[config.mk]
export PLATFORM = sky130hd
export DESIGN_NAME = pll_rst_seq
export DESIGN_NICKNAME = d
export VERILOG_FILES = /design/src/rtl/pll_rst_seq_pkg.sv /design/src/rtl/pll_rst_seq_lock_filter.sv /design/src/rtl/pll_rst_seq.sv
export SDC_FILE = /design/constraint.sdc
export NUM_CORES = 1
export LEC_CHECK = 0
export ABC_CLOCK_PERIOD_IN_PS = 3200
export CORE_AREA = 2 2 82 142
export DETAILED_ROUTE_END_ITERATION = 6
export DIE_AREA = 0 0 84 144
export HOLD_SLACK_MARGIN = 0.08
export MAX_ROUTING_LAYER = met4
export SETUP_SLACK_MARGIN = 0.02
export SLEW_MARGIN = 5
export SYNTH_ARGS = -nofsm -noshare
export SYNTH_HDL_FRONTEND = slang
export SYNTH_SLANG_ARGS = --single-unit
[constraint.sdc]
create_clock -name I_clk -period 3.2 [get_ports I_clk]
set_clock_uncertainty 0.2 [all_clocks]
set_input_delay 0.48 -clock I_clk [delete_from_list [all_inputs] [get_ports I_clk]]
set_output_delay 0.48 -clock I_clk [all_outputs]
set_load 0.005 [all_outputs]
[src/rtl/pll_rst_seq_pkg.sv]
`default_nettype none
// =====================================================================
// Package : pll_rst_seq_pkg
// Desc    : Shared state encodings and retry-counter helpers
// Rev     : 1.0
// =====================================================================
package pll_rst_seq_pkg;

    typedef enum logic [1:0] {
        ST_HOLD      = 2'd0,
        ST_WAIT_LOCK = 2'd1,
        ST_RELEASE   = 2'd2,
        ST_RUN       = 2'd3
    } state_e;

    localparam int c_RETRY_W = 8;

    function automatic logic [c_RETRY_W-1:0] sat_inc(input logic [c_RETRY_W-1:0] v);
        return (v == '1) ? v : v + c_RETRY_W'(1);
    endfunction

endpackage
`default_nettype wire

[src/rtl/pll_rst_seq_lock_filter.sv]
`default_nettype none
// =====================================================================
// Module : pll_rst_seq_lock_filter
// Desc   : Lock synchroniser with acceptance and loss debounce counters
// Rev    : 1.0
// =====================================================================
module pll_rst_seq_lock_filter
    import pll_rst_seq_pkg::*;
#(
    parameter int LOCK_FILT = 16,
    parameter int LOSS_FILT = 4
) (
    input  logic I_clk,
    input  logic I_rst,
    input  logic I_clear,
    input  logic I_pll_lock,
    output logic O_lock_ok,
    output logic O_lock_lost
);

    localparam int c_ACC_W  = $clog2(LOCK_FILT) + 1;
    localparam int c_LOSS_W = $clog2(LOSS_FILT) + 1;
    localparam logic [c_ACC_W-1:0]  c_ACC_LAST  = c_ACC_W'(LOCK_FILT - 1);
    localparam logic [c_LOSS_W-1:0] c_LOSS_LAST = c_LOSS_W'(LOSS_FILT - 1);

    logic [1:0]          r_sync;
    logic [c_ACC_W-1:0]  r_acc_cnt;
    logic [c_LOSS_W-1:0] r_loss_cnt;
    logic                w_synced;

    assign w_synced = r_sync[1];

    // Counters saturate one short of the threshold; the qualifying sample completes the run.
    assign O_lock_ok   = w_synced  && (r_acc_cnt  == c_ACC_LAST);
    assign O_lock_lost = !w_synced && (r_loss_cnt == c_LOSS_LAST);

    always_ff @(posedge I_clk) begin
        if (I_rst) begin
            r_sync     <= 2'b00;
            r_acc_cnt  <= '0;
            r_loss_cnt <= '0;
        end else begin
            r_sync <= {r_sync[0], I_pll_lock};

            if (I_clear || !w_synced)
                r_acc_cnt <= '0;
            else if (r_acc_cnt != c_ACC_LAST)
                r_acc_cnt <= r_acc_cnt + c_ACC_W'(1);

            if (I_clear || w_synced)
                r_loss_cnt <= '0;
            else if (r_loss_cnt != c_LOSS_LAST)
                r_loss_cnt <= r_loss_cnt + c_LOSS_W'(1);
        end
    end

endmodule
`default_nettype wire

[src/rtl/pll_rst_seq.sv]
`default_nettype none
// =====================================================================
// Module : pll_rst_seq
// Desc   : PLL reset/lock sequencer with retry and staggered channel resets
// Rev    : 1.0
// =====================================================================
module pll_rst_seq
    import pll_rst_seq_pkg::*;
#(
    parameter int N_CH         = 2,
    parameter int RST_HOLD     = 200,
    parameter int LOCK_FILT    = 16,
    parameter int LOSS_FILT    = 4,
    parameter int LOCK_TIMEOUT = 4096,
    parameter int CH_GAP       = 8
) (
    input  logic                 I_clk,
    input  logic                 I_rst,
    input  logic                 I_pll_lock,
    input  logic                 I_force_rst,
    output logic                 O_pll_rst,
    output logic [N_CH-1:0]      O_ch_rst,
    output logic                 O_locked,
    output logic                 O_timeout,
    output logic [c_RETRY_W-1:0] O_retry_cnt,
    output logic [1:0]           O_state
);

    localparam int c_HOLD_W = $clog2(RST_HOLD) + 1;
    localparam int c_TO_W   = $clog2(LOCK_TIMEOUT) + 1;
    localparam int c_REL_W  = $clog2(CH_GAP * N_CH) + 1;
    localparam logic [c_HOLD_W-1:0] c_HOLD_LAST = c_HOLD_W'(RST_HOLD - 1);
    localparam logic [c_TO_W-1:0]   c_TO_LAST   = c_TO_W'(LOCK_TIMEOUT - 1);
    localparam logic [c_REL_W-1:0]  c_REL_LAST  = c_REL_W'(CH_GAP * N_CH - 1);

    state_e                 r_state;
    logic                   r_pll_rst;
    logic [N_CH-1:0]        r_ch_rst;
    logic                   r_locked;
    logic                   r_timeout;
    logic [c_RETRY_W-1:0]   r_retry;
    logic [c_HOLD_W-1:0]    r_hold_cnt;
    logic [c_TO_W-1:0]      r_to_cnt;
    logic [c_REL_W-1:0]     r_rel_cnt;

    logic w_lock_ok;
    logic w_lock_lost;
    logic w_filt_clear;
    logic w_go_hold;
    logic w_bump_retry;
    logic w_timeout;

    assign w_filt_clear = (r_state == ST_HOLD);

    pll_rst_seq_lock_filter #(
        .LOCK_FILT (LOCK_FILT),
        .LOSS_FILT (LOSS_FILT)
    ) u_lock_filter (
        .I_clk       (I_clk),
        .I_rst       (I_rst),
        .I_clear     (w_filt_clear),
        .I_pll_lock  (I_pll_lock),
        .O_lock_ok   (w_lock_ok),
        .O_lock_lost (w_lock_lost)
    );

    // Force outranks loss/timeout and never counts as a retry; lock acceptance beats timeout.
    always_comb begin
        w_go_hold    = 1'b0;
        w_bump_retry = 1'b0;
        w_timeout    = 1'b0;
        if (I_force_rst) begin
            w_go_hold = 1'b1;
        end else begin
            case (r_state)
                ST_WAIT_LOCK: begin
                    if (!w_lock_ok && (r_to_cnt == c_TO_LAST)) begin
                        w_go_hold    = 1'b1;
                        w_bump_retry = 1'b1;
                        w_timeout    = 1'b1;
                    end
                end
                ST_RELEASE, ST_RUN: begin
                    if (w_lock_lost) begin
                        w_go_hold    = 1'b1;
                        w_bump_retry = 1'b1;
                    end
                end
                default: ;
            endcase
        end
    end

    always_ff @(posedge I_clk) begin
        if (I_rst) begin
            r_state    <= ST_HOLD;
            r_pll_rst  <= 1'b1;
            r_ch_rst   <= '1;
            r_locked   <= 1'b0;
            r_timeout  <= 1'b0;
            r_retry    <= '0;
            r_hold_cnt <= '0;
            r_to_cnt   <= '0;
            r_rel_cnt  <= '0;
        end else begin
            r_timeout <= w_timeout;
            if (w_bump_retry)
                r_retry <= sat_inc(r_retry);

            if (w_go_hold) begin
                r_state    <= ST_HOLD;
                r_pll_rst  <= 1'b1;
                r_ch_rst   <= '1;
                r_locked   <= 1'b0;
                r_hold_cnt <= '0;
            end else begin
                case (r_state)
                    ST_HOLD: begin
                        if (r_hold_cnt == c_HOLD_LAST) begin
                            r_state   <= ST_WAIT_LOCK;
                            r_pll_rst <= 1'b0;
                            r_to_cnt  <= '0;
                        end else begin
                            r_hold_cnt <= r_hold_cnt + c_HOLD_W'(1);
                        end
                    end
                    ST_WAIT_LOCK: begin
                        if (w_lock_ok) begin
                            r_state   <= ST_RELEASE;
                            r_rel_cnt <= '0;
                        end else begin
                            r_to_cnt <= r_to_cnt + c_TO_W'(1);
                        end
                    end
                    ST_RELEASE: begin
                        r_rel_cnt <= r_rel_cnt + c_REL_W'(1);
                        for (int k = 0; k < N_CH; k++) begin
                            if (r_rel_cnt == c_REL_W'(CH_GAP * (k + 1) - 1))
                                r_ch_rst[k] <= 1'b0;
                        end
                        if (r_rel_cnt == c_REL_LAST) begin
                            r_state  <= ST_RUN;
                            r_locked <= 1'b1;
                        end
                    end
                    default: ;
                endcase
            end
        end
    end

    assign O_pll_rst   = r_pll_rst;
    assign O_ch_rst    = r_ch_rst;
    assign O_locked    = r_locked;
    assign O_timeout   = r_timeout;
    assign O_retry_cnt = r_retry;
    assign O_state     = r_state;

endmodule
`default_nettype wire

### After elaboration in Yosys (flattened, before gate mapping)

Index checks and enable logic that the tools add are counted.
Widths: inputs -> output; s select.

| storage, ports and cells | value |
|---|---|
| output and inout port bits | 15 |
| bits in registers | 52 |
| memory bits (read-only) | 0 |
| memories | 0 |
| memory bits (writable) | 0 |
| input port bits | 4 |
| latch bits | 0 |

| operators by class | value |
|---|---|
| divide/modulo/power cells | 0 |
| multiply operators | 0 |
| $add $sub $neg | 6 |
| equality and inequality tests | 16 |
| bitwise gates (word level) | 4 |
| shifts and indexed selects | 0 |
| reduce and logical (&&, ||, !) cells | 24 |
| magnitude comparators | 0 |
| multiplexer cells | 14 |

Operators by type and width:

| cell | count |
|---|---|
| $mux 13 | 2 |
| $pmux 13 s2 | 1 |
| $add 13x1->13 const B | 1 |
| $eq 13x12->1 const B | 1 |
| $add 5x1->5 const B | 2 |
| $eq 5x4->1 const B | 2 |
| $pmux 5 s2 | 1 |
| $reduce_and 2->1 | 5 |
| $add 9x1->9 const B | 1 |
| $eq 9x8->1 const B | 1 |
| $add 8x1->8 const B | 1 |
| $eq 8x8->1 const B | 1 |
| $ne 2x2->1 const B | 4 |
| $reduce_and 4->1 | 2 |
| $reduce_or 2->1 | 4 |
| $mux 2 | 3 |
| $pmux 2 s3 | 1 |
| $eq 5x3->1 const B | 1 |
| $mux 5 | 1 |
| $ne 5x4->1 const B | 1 |
| $eq 2x2->1 const B | 2 |
| $mux 1 | 4 |
| $not 1->1 | 4 |
| $reduce_bool 2->1 | 2 |
| 12 further kinds | 16 |

### Logic depth before layout (Yosys ltp)

| depth | value |
|---|---|
| depth after elaboration | 9 |
| mapped depth | 10 |

### By module

From an unflattened synthesis, not the netlist that was laid out.

| second synthesis, totals | value |
|---|---|
| cells, all modules | 300 |
| area total of the unflattened synthesis | 2,653.8 um^2 |

Modules (own cells, without submodules):

| module | cells an instance | sequential area each (um^2) | area an instance (um^2) | times used |
|---|---|---|---|---|
| pll_rst_seq | 255 | 840.8 | 2,195.9 | 1 |
| pll_rst_seq_lock_filter | 45 | 200.2 | 457.9 | 1 |

### Least setup slack after synthesis

OpenSTA, ideal clock, no wires.

| timing path | value |
|---|---|
| path type | register to register |
| from | register u_lock_filter.r_acc_cnt[0] |
| to | register r_to_cnt[6] |
| stages on the path, launching flop included | 10 |
| path slack | 0.658 ns |
| required time | 2.912 ns |
| clock period less this slack | 2.542 ns |
| arrival | 2.254 ns |
| cell sequence | dfxtp_1 > ha_1 > and3_1 > ha_1 > clkbuf_1 > a21bo_2 > or4_1 > o21ai_2 > nand2_2 > o32ai_2 |

| on the way | value |
|---|---|
| word-level cells in the longest chain between the ends | 9 |
| elaborated cells on any way between the ends | 10 |
| those cells by class | 2 x eq/ne; 3 x mux; 1 x bitwise; 4 x reduce/logical |

Ends and longest elaborated chain:

| item | line | text |
|---|---|---|
| from (decl) | pll_rst_seq_lock_filter.sv:27 | `logic [c_ACC_W-1:0] r_acc_cnt;` |
| from (signal assigned) | pll_rst_seq_lock_filter.sv:48 | `r_acc_cnt <= r_acc_cnt + c_ACC_W'(1);` |
| $eq 5x4->1 (*) | pll_rst_seq_lock_filter.sv:34 | `assign O_lock_ok = w_synced && (r_acc_cnt == c_ACC_LAST);` |
| $logic_and 1x1->1 (*) | pll_rst_seq_lock_filter.sv:34 |  |
| $logic_not 1->1 | pll_rst_seq.sv:77 | `if (!w_lock_ok && (r_to_cnt == c_TO_LAST)) begin` |
| $logic_and 1x1->1 | pll_rst_seq.sv:77 |  |
| $mux 1 | pll_rst_seq.sv:77 |  |
| $pmux 1 s2 | pll_rst_seq.sv:75 | `case (r_state)` |
| $mux 1 | pll_rst_seq.sv:72 | `if (I_force_rst) begin` |
| $not 1->1 (no source line) | - |  |
| $reduce_and 4->1 (no source line) (*) | - |  |
| to (signal assigned) | pll_rst_seq.sv:132 | `r_to_cnt <= r_to_cnt + c_TO_W'(1);` |
| to (decl) | pll_rst_seq.sv:43 | `logic [c_TO_W-1:0] r_to_cnt;` |

Every way passes the cells marked *; elsewhere a longest branch is shown, timed or not.
A chain may end at the register's enable or synchronous reset.

### Worst setup path in the final report

| timing path | value |
|---|---|
| from | register u_lock_filter.r_acc_cnt[0] |
| to | register r_to_cnt[3] |

The elaborated chain is that of the path after synthesis.

==> flow_metrics.py <==
metrics = {
    "run_status": {
        "status": "finished, final reports clean",
    },
    "synth": {
        "synth_top_area_share_pct": 40.6,
        "synthesis.area_per_instance_um2": 8.60,
        "synth.area.mux_share_pct": 2.78,
        "synth_register_bits": 52,
        "synth-warning-count": 0,
        "asyncSetResetFlopFracSynth_pct": 0,
        "synth_xor_xnor_area_share_pct": 4.10,
        "netlist-cell-type-count": 48,
        "yosys_most_used_dff": "sky130_fd_sc_hd__dfxtp_1",
        "edff_count_synth": 0,
        "synth_top_family_by_area": "simple AND/OR/NAND/NOR gates",
        "synth-simple-area-share_pct": 26.9,
        "post_synthesis_net_count": 316,
        "synth_sequential_area_ratio_pct": 40.6,
        "netlist_instances": 298,
        "synth_compound_area_share_pct": 15.8,
        "ys_top_cells_by_area": "sky130_fd_sc_hd__dfxtp_1 (41%), sky130_fd_sc_hd__ha_1 (6.8%), sky130_fd_sc_hd__nor2_1 (6.6%)",
        "synth_fa_ha_area_share_pct": 6.84,
        "synth_area_leader_cell": "sky130_fd_sc_hd__dfxtp_1",
        "syn-cell-area_um2": 2560,
    },
    "hold_path": {
        "hold_path.startpoint": "u_lock_filter.r_sync[0]$_SDFF_PP0_",
        "min_to": "u_lock_filter.r_sync[1]$_SDFF_PP0_",
        "hold_class": "flip-flop to flip-flop",
        "min_path_cells": 1,
    },
    "clock_tree": {
        "total_of_hold_buffers_inserted_after_clock_tree_synthesis": 0,
        "cts-root-buf": "sky130_fd_sc_hd__clkbuf_16",
        "cts_tree": "done",
        "insertion_delay_ns": 0.29,
        "cts.repair_timing.setup_buffer_count": 0,
        "cts-buffers-inserted": 5,
        "clock_sink_count": 52,
        "clockBufferDepth": 2,
        "clk_pin_slew_worst_paths_ns": 0.07,
        "post_cts_resized": 0,
        "cts.htree.levels": 2,
    },
    "timing": {
        "period_share_pct": 85.2,
        "timing.final.ws_setup_ns": 0.474,
        "setup_repair_after_global_routing_missed_its_margin": "false",
        "finalSetupViolations": 0,
        "worst_slew_pin_slew_ns": 0.651,
        "timing.max_slew.rel_slack_pct": 56.3,
        "hold-worst-slack_ns": 0.237,
        "accumulated_negative_setup_slack_ns": 0,
        "timing.fmax_mhz": 367,
        "finalWorstPathRequiredPeriod_ns": 2.73,
        "finalHoldViolCount": 0,
        "timing_max_transition_violations_final": 0,
    },
    "power_and_ir_drop": {
        "p_total_mw": 1.28,
        "p_leak_nw": 1.04,
        "powerDensity_nw_per_um2": 418,
        "vdd_ir_drop_max_mv": 0.357,
    },
    "cells_and_area": {
        "antenna_cells": 0,
        "layoutNonFillerInstCount": 451,
        "most-common-layout-cells": "sky130_fd_sc_hd__dfxtp_1 (52), sky130_fd_sc_hd__nor2_1 (45), sky130_fd_sc_hd__nand2_1 (23), sky130_fd_sc_hd__a21oi_1 (21), sky130_fd_sc_hd__clkdlybuf4s50_1 (18)",
        "layout.nets": 336,
        "final_core_utilization_pct": 27.7,
        "layout-drive-gt1-share_pct": 6.58,
        "area_growth_syn_to_layout_pct": 19.4,
        "commonest_non_fill_non_tap_cell_in_the_layout": "sky130_fd_sc_hd__dfxtp_1",
        "fin_area_um2": 3060,
    },
    "global_routing": {
        "groute.usage.overall_pct": 9.83,
        "grt_pass1_wl_mm": 9.38,
        "global_route.overflow_total": 0,
        "pin_count_of_the_biggest_net_entering_global_routing": 18,
        "number_of_global_route_vias_before_repair": 2053,
        "antenna_found_initial": 0,
    },
    "setup_path": {
        "setup.worst_path.end_class": "flip-flop",
        "worst_case_register_to_register_setup_slack_ns": 0.47,
        "timing.reg2reg.worst_path_depth": 8,
        "crit-reg2reg-capture": "r_to_cnt[3]$_SDFFE_PP0P_",
        "timing.setup.critical_path_class": "flip-flop to flip-flop",
        "cp.arrival_ns": 2.71,
        "startpoint_type": "flip-flop",
        "required_ns": 3.19,
        "rr_startpoint": "u_lock_filter.r_acc_cnt[0]$_SDFFE_PP0P_",
        "timing.critical_path.fanout_max": 9,
    },
    "placement": {
        "dpl.cell_count": 443,
        "placed_cell_area_um2": 2900,
        "preCtsSetupSlack_ns": 0.479,
        "dpl.hpwl_mm": 4.11,
        "routabilityCongestion": 0.773,
        "place.port_buffers": 18,
    },
    "floorplan": {
        "floorplan.die.width_um": 84,
        "placement_rows": 51,
        "area_enclosed_by_the_die_boundary_um2": 12100,
        "chip_height_um": 144,
        "top_level_ports": 19,
        "core_area_um2": 11000,
        "floorplan.initialDensity_pct": 23.2,
    },
    "route": {
        "detailedRoute.firstPassIterationCount": 5,
        "finalWirelength_mm": 5.49,
        "vias_per_cell": 4.83,
        "avgRoutedWirePerCell_um": 12.2,
        "routed-via-count": 2177,
        "postRouteAntennaNets": 0,
        "route.detailed.drc": 0,
        "drt_iter0_drc": 61,
    },
    "run": {
        "maxCapViolations": 0,
    },
}
## layout make-up
| cell class | count | area (um2) |
|---|---|---|
| fill | 1179 | 7980 |
| timing repair buffer | 22 | 210 |
| sequential | 52 | 1040 |
| clock buffer | 6 | 129 |
| tap | 132 | 165 |
| clock inverter | 2 | 35.0 |
| multi-input combinational | 228 | 1450 |
| inverter | 9 | 33.8 |
## power breakdown
part	switching, mW	leakage (nW)	total [mW]	internal (mW)
logic	0.0139	0.543	0.0224	0.00844
registers	0.00244	0.419	0.652	0.649
clock network	0.238	0.0808	0.606	0.368
## logic make-up (layout without fill, tap and decap cells)
logic type      Yosys count  count (layout)
compound gates           61              61
xor+xnor                 12              12
fa+ha+maj                14              14
buf+inv                  18              39
flops                    52              52
mux                       7               7
simple gates            134             134
## metal layers
metal / track usage [%] / part of all wire [%] / vias to the layer above
li1: - / - / 1100
met1: 9.51 / 39 / 1028
met2: 18.3 / 56 / 38
met3: 1.94 / 2.7 / 11
met4: 5.35 / 2.7 / 0
met5: - / 0 / -
## worst max-delay path, stage by stage (launching register included)
cell and delay [ns]:
sky130_fd_sc_hd__dfxtp_1 0.33, sky130_fd_sc_hd__ha_1 0.21, sky130_fd_sc_hd__and3_1 0.18, sky130_fd_sc_hd__ha_1 0.30, sky130_fd_sc_hd__a21bo_2 0.24, sky130_fd_sc_hd__or4_1 0.54
sky130_fd_sc_hd__o21ai_2 0.16, sky130_fd_sc_hd__nand2_2 0.19, sky130_fd_sc_hd__o32ai_1 0.28
## Yosys cell counts, types with 2 or more instances
cell type,n
sky130_fd_sc_hd__o32ai_1,3
sky130_fd_sc_hd__nor2_1,45
sky130_fd_sc_hd__nand4_1,11
sky130_fd_sc_hd__nand3_1,9
sky130_fd_sc_hd__nand4b_1,3
sky130_fd_sc_hd__inv_1,9
sky130_fd_sc_hd__or3_1,6
sky130_fd_sc_hd__o21ai_0,11
sky130_fd_sc_hd__ha_1,14
sky130_fd_sc_hd__xnor2_1,4
sky130_fd_sc_hd__a21boi_0,2
sky130_fd_sc_hd__xor2_1,8
sky130_fd_sc_hd__nand2b_1,3
sky130_fd_sc_hd__nor2b_1,6
sky130_fd_sc_hd__o31ai_1,4
sky130_fd_sc_hd__and2_1,5
sky130_fd_sc_hd__nor3_1,3
sky130_fd_sc_hd__a21o_1,4
sky130_fd_sc_hd__dfxtp_1,52
sky130_fd_sc_hd__clkbuf_1,7
sky130_fd_sc_hd__or2_0,2
sky130_fd_sc_hd__and4_1,2
sky130_fd_sc_hd__nand2_1,23
sky130_fd_sc_hd__and3_1,8
sky130_fd_sc_hd__o211ai_1,4
sky130_fd_sc_hd__mux2i_1,6
sky130_fd_sc_hd__a21oi_1,21
sky130_fd_sc_hd__or4_1,3
## worst max-delay path by stage
stage / from / end / slack [ns] / cells past startpoint
6_report: u_lock_filter.r_acc_cnt[0]$_SDFFE_PP0P_ / r_to_cnt[3]$_SDFFE_PP0P_ / 0.47 / 8
2_1_floorplan: u_lock_filter.r_acc_cnt[0]$_SDFFE_PP0P_ / r_to_cnt[6]$_SDFFE_PP0P_ / 0.66 / 9
3_3_place_gp: u_lock_filter.r_acc_cnt[0]$_SDFFE_PP0P_ / r_to_cnt[12]$_SDFFE_PP0P_ / 0.50 / 8
4_1_cts: u_lock_filter.r_acc_cnt[0]$_SDFFE_PP0P_ / r_to_cnt[12]$_SDFFE_PP0P_ / 0.46 / 8
5_1_grt: u_lock_filter.r_acc_cnt[0]$_SDFFE_PP0P_ / r_to_cnt[12]$_SDFFE_PP0P_ / 0.21 / 8
3_5_place_dp: u_lock_filter.r_acc_cnt[0]$_SDFFE_PP0P_ / r_to_cnt[12]$_SDFFE_PP0P_ / 0.48 / 8
## registers in the layout, summed over array words and instances, names as in the netlist
signal	flops
u_lock_filter.r_loss_cnt	3
r_hold_cnt	9
r_rel_cnt	5
u_lock_filter.r_acc_cnt	5
O_pll_rst	1
O_retry_cnt	8
r_to_cnt	13
O_locked	1
u_lock_filter.r_sync	2
O_ch_rst	2
O_state	2
O_timeout	1
Note: power is estimated with default switching activity, not from simulation.
